`config.mk`:
```
export PLATFORM = sky130hd
export DESIGN_NAME = reg_writeback_flat
export DESIGN_NICKNAME = d
export VERILOG_FILES = /design/src/rtl/reg_writeback_if.sv /design/src/rtl/reg_writeback.sv /design/src/flat_wrapper.sv
export SDC_FILE = /design/constraint.sdc
export NUM_CORES = 1
export LEC_CHECK = 0
export ABC_AREA = 1
export BUFFER_PORTS_ARGS = -buffer_cell sky130_fd_sc_hd__buf_2
export CORE_AREA = 2 2 95 97
export CTS_CLUSTER_SIZE = 24
export DETAILED_ROUTE_END_ITERATION = 7
export DIE_AREA = 0 0 97 99
export PLACE_DENSITY = 0.77
export SETUP_SLACK_MARGIN = 0.05
export SLEW_MARGIN = 20
export SYNTH_ARGS = -nofsm -noshare
export SYNTH_HDL_FRONTEND = slang
export SYNTH_SLANG_ARGS = --single-unit
export TNS_END_PERCENT = 1
```
`constraint.sdc`:
```
create_clock -name clk_i -period 2.9 [get_ports clk_i]
set_clock_uncertainty 0.1 [all_clocks]
set_input_delay 0.87 -clock clk_i [delete_from_list [all_inputs] [get_ports clk_i]]
set_output_delay 0.87 -clock clk_i [all_outputs]
set_load 0.005 [all_outputs]
```
`src/rtl/reg_writeback_if.sv`:
```
// Bundle of issue, hazard-query, result and register-file write signals
// around the writeback stage. Signal names match the register-file side ports.
interface reg_writeback_if #(
  parameter int RegWidth = 32,
  parameter int RegDepth = 32
);
  localparam int AW = $clog2(RegDepth);

  logic                issue_valid_i;
  logic [AW-1:0]       issue_rd_i;
  logic                issue_ready_o;

  logic [AW-1:0]       rs1_addr_i;
  logic [AW-1:0]       rs2_addr_i;
  logic                rs1_busy_o;
  logic                rs2_busy_o;

  logic                alu_valid_i;
  logic [AW-1:0]       alu_rd_i;
  logic [RegWidth-1:0] alu_data_i;
  logic                alu_ready_o;

  logic                lsu_valid_i;
  logic [AW-1:0]       lsu_rd_i;
  logic [RegWidth-1:0] lsu_data_i;
  logic                lsu_ready_o;

  logic [AW-1:0]       rd_addr_o;
  logic [RegWidth-1:0] rd_data_o;
  logic                rd_write_en_o;

  // Issue logic and execute units side.
  modport master (
    output issue_valid_i, issue_rd_i, rs1_addr_i, rs2_addr_i,
           alu_valid_i, alu_rd_i, alu_data_i,
           lsu_valid_i, lsu_rd_i, lsu_data_i,
    input  issue_ready_o, rs1_busy_o, rs2_busy_o, alu_ready_o, lsu_ready_o,
           rd_addr_o, rd_data_o, rd_write_en_o
  );

  // Writeback stage side.
  modport slave (
    input  issue_valid_i, issue_rd_i, rs1_addr_i, rs2_addr_i,
           alu_valid_i, alu_rd_i, alu_data_i,
           lsu_valid_i, lsu_rd_i, lsu_data_i,
    output issue_ready_o, rs1_busy_o, rs2_busy_o, alu_ready_o, lsu_ready_o,
           rd_addr_o, rd_data_o, rd_write_en_o
  );
endinterface

```
`src/rtl/reg_writeback.sv`:
```
// Writeback stage: round-robin ALU/LSU arbitration into a registered single
// register-file write port, plus a pending-write scoreboard for RAW/WAW stalls.
module reg_writeback #(
  parameter int RegWidth = 32,
  parameter int RegDepth = 32
) (
  input  logic           clk_i,
  input  logic           rst_i,
  reg_writeback_if.slave bus
);
  localparam int AW = $clog2(RegDepth);

  typedef enum logic {
    PRIO_ALU = 1'b0,
    PRIO_LSU = 1'b1
  } prio_e;

  prio_e               prio_q, prio_d;
  logic [RegDepth-1:0] busy_q, busy_d;
  logic                alu_grant, lsu_grant, issue_fire;
  logic [AW-1:0]       rd_addr_q;
  logic [RegWidth-1:0] rd_data_q;
  logic                rd_we_q;

  // Bit 0 of busy_q is held at zero so x0 never reads as pending.
  assign bus.rs1_busy_o    = (bus.rs1_addr_i != '0) && busy_q[bus.rs1_addr_i];
  assign bus.rs2_busy_o    = (bus.rs2_addr_i != '0) && busy_q[bus.rs2_addr_i];
  assign bus.issue_ready_o = (bus.issue_rd_i == '0) || !busy_q[bus.issue_rd_i];
  assign issue_fire        = bus.issue_valid_i && bus.issue_ready_o;

  assign alu_grant = bus.alu_valid_i && (!bus.lsu_valid_i || prio_q == PRIO_ALU);
  assign lsu_grant = bus.lsu_valid_i && !alu_grant;

  assign bus.alu_ready_o = alu_grant;
  assign bus.lsu_ready_o = lsu_grant;

  assign bus.rd_addr_o     = rd_addr_q;
  assign bus.rd_data_o     = rd_data_q;
  assign bus.rd_write_en_o = rd_we_q;

  always_comb begin
    // NOTE: every signal gets its default first so no path can infer a latch.
    busy_d = busy_q;
    prio_d = prio_q;
    if (rd_we_q) busy_d[rd_addr_q] = 1'b0;
    // Clear before set: a same-register collision is excluded by issue_ready.
    if (issue_fire && bus.issue_rd_i != '0) busy_d[bus.issue_rd_i] = 1'b1;
    busy_d[0] = 1'b0;
    if (bus.alu_valid_i && bus.lsu_valid_i)
      prio_d = (prio_q == PRIO_ALU) ? PRIO_LSU : PRIO_ALU;
  end

  always_ff @(posedge clk_i) begin
    // NOTE: sequential state is assigned non-blocking so every register
    // samples pre-edge values regardless of statement order.
    if (rst_i) begin
      busy_q <= '0;
      prio_q <= PRIO_ALU;
    end else begin
      busy_q <= busy_d;
      prio_q <= prio_d;
    end
  end

  always_ff @(posedge clk_i) begin
    // NOTE: address and data are reset too (not just the enable) so the
    // write port shows a known, quiet value straight out of reset.
    if (rst_i) begin
      rd_we_q   <= 1'b0;
      rd_addr_q <= '0;
      rd_data_q <= '0;
    end else if (alu_grant) begin
      rd_we_q   <= (bus.alu_rd_i != '0);
      rd_addr_q <= bus.alu_rd_i;
      rd_data_q <= bus.alu_data_i;
    end else if (lsu_grant) begin
      rd_we_q   <= (bus.lsu_rd_i != '0);
      rd_addr_q <= bus.lsu_rd_i;
      rd_data_q <= bus.lsu_data_i;
    end else begin
      rd_we_q   <= 1'b0;
    end
  end
endmodule

```
`src/flat_wrapper.sv`:
```
// flat-port wrapper written by rule: the top's interface ports become plain ports
module reg_writeback_flat 
#(
  parameter int RegWidth = 32,
  parameter int RegDepth = 32
)
  (clk_i, rst_i, bus_issue_valid_i, bus_issue_rd_i, bus_rs1_addr_i, bus_rs2_addr_i, bus_alu_valid_i, bus_alu_rd_i, bus_alu_data_i, bus_lsu_valid_i, bus_lsu_rd_i, bus_lsu_data_i, bus_issue_ready_o, bus_rs1_busy_o, bus_rs2_busy_o, bus_alu_ready_o, bus_lsu_ready_o, bus_rd_addr_o, bus_rd_data_o, bus_rd_write_en_o);
  reg_writeback_if #(.RegWidth(RegWidth), .RegDepth(RegDepth)) bus_i ();
  input  logic clk_i;
  input  logic rst_i;
  input wire logic [$bits(bus_i.issue_valid_i)-1:0] bus_issue_valid_i;
  input wire logic [$bits(bus_i.issue_rd_i)-1:0] bus_issue_rd_i;
  input wire logic [$bits(bus_i.rs1_addr_i)-1:0] bus_rs1_addr_i;
  input wire logic [$bits(bus_i.rs2_addr_i)-1:0] bus_rs2_addr_i;
  input wire logic [$bits(bus_i.alu_valid_i)-1:0] bus_alu_valid_i;
  input wire logic [$bits(bus_i.alu_rd_i)-1:0] bus_alu_rd_i;
  input wire logic [$bits(bus_i.alu_data_i)-1:0] bus_alu_data_i;
  input wire logic [$bits(bus_i.lsu_valid_i)-1:0] bus_lsu_valid_i;
  input wire logic [$bits(bus_i.lsu_rd_i)-1:0] bus_lsu_rd_i;
  input wire logic [$bits(bus_i.lsu_data_i)-1:0] bus_lsu_data_i;
  output wire logic [$bits(bus_i.issue_ready_o)-1:0] bus_issue_ready_o;
  output wire logic [$bits(bus_i.rs1_busy_o)-1:0] bus_rs1_busy_o;
  output wire logic [$bits(bus_i.rs2_busy_o)-1:0] bus_rs2_busy_o;
  output wire logic [$bits(bus_i.alu_ready_o)-1:0] bus_alu_ready_o;
  output wire logic [$bits(bus_i.lsu_ready_o)-1:0] bus_lsu_ready_o;
  output wire logic [$bits(bus_i.rd_addr_o)-1:0] bus_rd_addr_o;
  output wire logic [$bits(bus_i.rd_data_o)-1:0] bus_rd_data_o;
  output wire logic [$bits(bus_i.rd_write_en_o)-1:0] bus_rd_write_en_o;
  assign bus_i.issue_valid_i = bus_issue_valid_i;
  assign bus_i.issue_rd_i = bus_issue_rd_i;
  assign bus_i.rs1_addr_i = bus_rs1_addr_i;
  assign bus_i.rs2_addr_i = bus_rs2_addr_i;
  assign bus_i.alu_valid_i = bus_alu_valid_i;
  assign bus_i.alu_rd_i = bus_alu_rd_i;
  assign bus_i.alu_data_i = bus_alu_data_i;
  assign bus_i.lsu_valid_i = bus_lsu_valid_i;
  assign bus_i.lsu_rd_i = bus_lsu_rd_i;
  assign bus_i.lsu_data_i = bus_lsu_data_i;
  assign bus_issue_ready_o = bus_i.issue_ready_o;
  assign bus_rs1_busy_o = bus_i.rs1_busy_o;
  assign bus_rs2_busy_o = bus_i.rs2_busy_o;
  assign bus_alu_ready_o = bus_i.alu_ready_o;
  assign bus_lsu_ready_o = bus_i.lsu_ready_o;
  assign bus_rd_addr_o = bus_i.rd_addr_o;
  assign bus_rd_data_o = bus_i.rd_data_o;
  assign bus_rd_write_en_o = bus_i.rd_write_en_o;
  reg_writeback #(.RegWidth(RegWidth), .RegDepth(RegDepth)) u_core (.clk_i(clk_i), .rst_i(rst_i), .bus(bus_i));
endmodule
```
Word-level counts from Yosys, hierarchy flattened
Cells that the tools add are included.
Storage, ports and cells
  logic and storage cells: 56
  bits of input ports: 94
  output and inout port bits: 43
  bits in registers: 71
Cells by class
  reductions and logical operators: 21
  $lt $le $gt $ge: 6
  muxes and demuxes: 19
  bitwise logic cells: 4
Operators with widths (count)
  $mux 32: 4
  $and 32x32->32: 1
  $not 32->32: 1
  $or 32x32->32: 1
  $reduce_bool 5->1: 5
  $lt 5x6->1 const B: 4
  $bmux 1 s5: 3
  $demux 1 s5: 2
  $ge 5x1->1 const B: 2
  $mux 5: 2
  $logic_and 1x1->1: 9
  $mux 1: 8
  $logic_not 5->1: 1
  $logic_not 1->1: 3
  $logic_or 1x1->1: 2
  $reduce_bool 2->1: 1
  $not 1->1: 1

Logic depth before layout (Yosys ltp)
  depth in word-level cells: 9
  depth in mapped cells: 12
  depth with buffers taken out: 10

Worst setup path after synthesis
Ideal clock, no wire load.
  path type: input-to-output
  from: input port bus_rs1_addr_i[0]
  to: output port bus_rs1_busy_o
  required time: 1930 ps
  buffers on the path: 1
  stages on the path: 8
  arrival time: 1811 ps
  path slack: 119 ps
  cell sequence: clkbuf_1 -> nor2_1 -> inv_1 -> o21ai_1 -> a21oi_1 -> a21oi_1 -> o21ai_1 -> nand2_1
On the way
  cells in the longest elaborated chain, start to end: 3
  elaborated cells on any way between the ends: 4
  classes of those cells: mux (2); reduce/logical (2)
Ends and longest elaborated chain
  start: declaration: line flat_wrapper.sv:13  | input wire logic [$bits(bus_i.rs1_addr_i)-1:0] bus_rs1_addr_i;
  $bmux 1 s5: line reg_writeback.sv:26  | assign bus.rs1_busy_o = (bus.rs1_addr_i != '0) && busy_q[bus.rs1_addr_i];
  $mux 1 (implied by the code): line reg_writeback.sv:26
  $logic_and 1x1->1 (*): line reg_writeback.sv:26
  end: declaration: line flat_wrapper.sv:22  | output wire logic [$bits(bus_i.rs1_busy_o)-1:0] bus_rs1_busy_o;
Every way passes the cells marked *; elsewhere a longest branch is shown, timed or not. The select of a mux whose other input is x is not followed.

Final worst setup path
  from: input port bus_rs1_addr_i[1]
  to: output port bus_rs1_busy_o
The elaborated chain is that of the path after synthesis.

==> qor.txt <==
All-Layer GR Usage = 29.41%
Via density = 5.662
n_diodes = 0
Clock Latency Late Sink = 0.35 ns
DRT Wirelength = 14.49 mm
Slew @ Worst Pin = 0.6282 ns
Hold Path Class = register to register
Worst Path Required = 1.93 ns
num ports = 137
Seq cells post-synth = 70
f_max = 0.3462 GHz
H-tree depth = 3
Rows = 34
Leak = 0.002377 uW
Synth Area in Simple Gates = 32.97%
Design Power = 2272 uW
utilization after layout = 62.79%
critical path arrival = 1.92 ns
Max-slew headroom = 58.12%
final setup vio count = 0
CTS tree = done
Mapped Cells = 638
MaxCap Viol Count = 0
DR iter-0 viols = 368
largest net degree at the start of global routing = 35
synth unique cells = 30
wire per inst = 16.15 um
largest family of logic cells by synthesized area = simple AND/OR/NAND/NOR gates
Initial DRT Pass Iterations = 7
total congestion overflow = 0
vias = 5079
area grow syn2layout = 33.10%
Synth Area in XOR/XNOR = 0.2171%
Reg area = 1401 um2
filler-free cell count of the finished design = 897
netlist area before placement = 4034 um2
post-synthesis sequential area ratio = 34.74%
Clock Sinks = 70
setup TNS = 0 ns
Starting Density = 47.18%
Die W = 97 um
Syn Nets = 732
core area = 8551 um2
Hold Buf Count CTS = 0
initial antenna violation count = 0
share of cells above drive strength 1 = 29.40%
period utilization = 99.62%
post-DP HPWL = 10.96 mm
Avg Synthesized Cell Area = 6.323 um2
final hold vios = 0
startpoint types = input port
die area = 9603 um2
total CTS buffers = 9
RePlAce Congestion = 0.9287
multi-input logic area = 2360 um2
Routed Antenna Nets = 0
critical path fanouts, max = 6
pwr/cell area = 423.3 nW/um2
Die Ht = 99 um
Synth Area in Adders = 0%
post-synthesis mux area share = 0%
first-pass GRT wire length = 22.98 mm
clk slew on worst S/H paths = 0.07 ns
minimum clock period = 2.889 ns
number of global-route vias before repair = 4784
NumNets Final = 878
Pins Over Slew Limit = 0
flop-to-flop setup slack = 0.98 ns
status = complete, no violations
Longest Clk Path Bufs = 2
dpl cells = 877
Max VDD drop = 0.3451 mV
drc violations = 0
unrepaired setup endpoints after global routing = yes
Root Driver = clkbuf_8
IO Port Bufs = 136
Crit. End Element = primary output
Compound-Gate Fraction of Synth Area = 22.08%
YS warnings = 0
critical path type = input port to primary output
fill cell count = 793
[stage by stage]
stage | setup slack, ns | hold slack, ns | instance area [um2]
finish | 0.01115 | 0.3831 | 5369
global route | -0.07233 | 0.4056 | 5369
CTS | 0.04105 | 0.3866 | 5233
detailed placement | -0.04755 | 0.3664 | 4915
global placement | -0.02344 | 0.3636 | 4915
floorplan | 0.1187 | 0.3539 | 4034
[synth_stat cells]
library cell | count | area (um2)
a211oi_1 | 1 | 7.510
a21oi_1 | 47 | 235.2
a221oi_1 | 1 | 8.760
a22oi_1 | 5 | 37.54
a31oi_1 | 33 | 206.5
and2_1 | 1 | 6.260
buf_2 | 13 | 65.06
buf_4 | 7 | 52.55
buf_6 | 1 | 11.26
clkbuf_1 | 13 | 48.80
dfxtp_1 | 70 | 1401
inv_1 | 48 | 180.2
inv_2 | 12 | 45.04
nand2_1 | 202 | 758.2
nand2_2 | 1 | 6.260
nand3_1 | 19 | 95.09
nand4_1 | 35 | 219.0
nor2_1 | 45 | 168.9
nor2_2 | 3 | 18.77
nor2_4 | 1 | 11.26
nor3_1 | 8 | 40.04
nor4_1 | 1 | 6.260
o2111ai_1 | 3 | 26.28
o211ai_1 | 3 | 22.52
o21ai_0 | 45 | 225.2
o21ai_1 | 12 | 60.06
o221ai_1 | 5 | 43.79
o2bb2ai_1 | 1 | 8.760
o41ai_1 | 1 | 8.760
xor2_1 | 1 | 8.760
[area by class of cell]
class	count	share of cell area [%]
multi-input combinational	474	43.95
tap	108	2.517
sequential	70	26.10
inverter	60	4.614
clock buffer	10	2.377
clock inverter	6	1.305
timing repair buffer	169	19.13
[repair_timing]
action / CTS / global route
pin swaps: 9 / 20
setup endpoints to repair: 3 / 3
gates cloned: 1 / 0
gates resized for setup: 29 / 40
buffers inserted: 1 / 2
[registers in the layout, summed over array words and instances, names as in the netlist]
signal,flops
u_core.prio_q,1
u_core.busy_q,31
u_core.bus.rd_addr_o,5
u_core.bus.rd_data_o,32
u_core.bus.rd_write_en_o,1
[routing by layer]
metal | up-vias | share of wire, % | GRT usage [%]
met4 | 0 | 4.6 | 14.41
met2 | 259 | 48 | 50.32
met3 | 58 | 7.7 | 5.461
li1 | 2452 | - | -
met1 | 2310 | 40 | 35.66
met5 | - | 0 | 0
[cells in the final DEF, fill, tap and decap left out, drive strengths merged]
| master | netlist | final |
|---|---|---|
| and2 | 1 | 1 |
| o221ai | 5 | 5 |
| a221oi | 1 | 1 |
| a31oi | 33 | 33 |
| clkinvlp | 0 | 3 |
| buf | 21 | 168 |
| a22oi | 5 | 5 |
| nand3 | 19 | 19 |
| o21ai | 57 | 57 |
| bufinv | 0 | 1 |
| nand2 | 203 | 203 |
| dfxtp | 70 | 70 |
| nor4 | 1 | 1 |
| xor2 | 1 | 1 |
| o2111ai | 3 | 3 |
| nand4 | 35 | 35 |
| nor3 | 8 | 8 |
| o211ai | 3 | 3 |
| nor2 | 49 | 49 |
| clkbuf | 13 | 11 |
| inv | 60 | 62 |
| a211oi | 1 | 1 |
| o41ai | 1 | 1 |
| o2bb2ai | 1 | 1 |
| a21oi | 47 | 47 |
[power by group]
part	switching (uW)	total, uW	internal, uW
combinational	253	437	184
sequential	34.6	1040	1010
clock	391	795	403
total	678	2270	1590
[worst max-delay path, stage by stage]
cell	delay, ns
clkbuf_4	0.15
nor2_4	0.05
buf_6	0.13
buf_4	0.13
a211oi_1	0.24
nor2_1	0.08
nand2_1	0.07
nand2_1	0.06
buf_2	0.13
[logic make-up (layout without fill, tap and decap cells)]
family,Yosys count,in the layout
buffers and inverters,94,245
xor gates and xnor gates,1,1
DFF,70,70
AOI/OAI and AO/OA,157,157
and+or+nand+nor,316,316
[path summary, 6_finish.rpt]
path,from,cells past startpoint,end
setup reg to reg,u_core.busy_q[11]$_SDFF_PP0_,12,u_core.busy_q[26]$_SDFF_PP0_
hold / removal,u_core.bus.rd_data_o[3]$_SDFFE_PP0P_,2,u_core.bus.rd_data_o[3]$_SDFFE_PP0P_
hold reg to reg,u_core.bus.rd_data_o[3]$_SDFFE_PP0P_,2,u_core.bus.rd_data_o[3]$_SDFFE_PP0P_
setup / recovery,bus_rs1_addr_i[1],9,bus_rs1_busy_o
No activity file was read; power rests on OpenSTA's default activity.
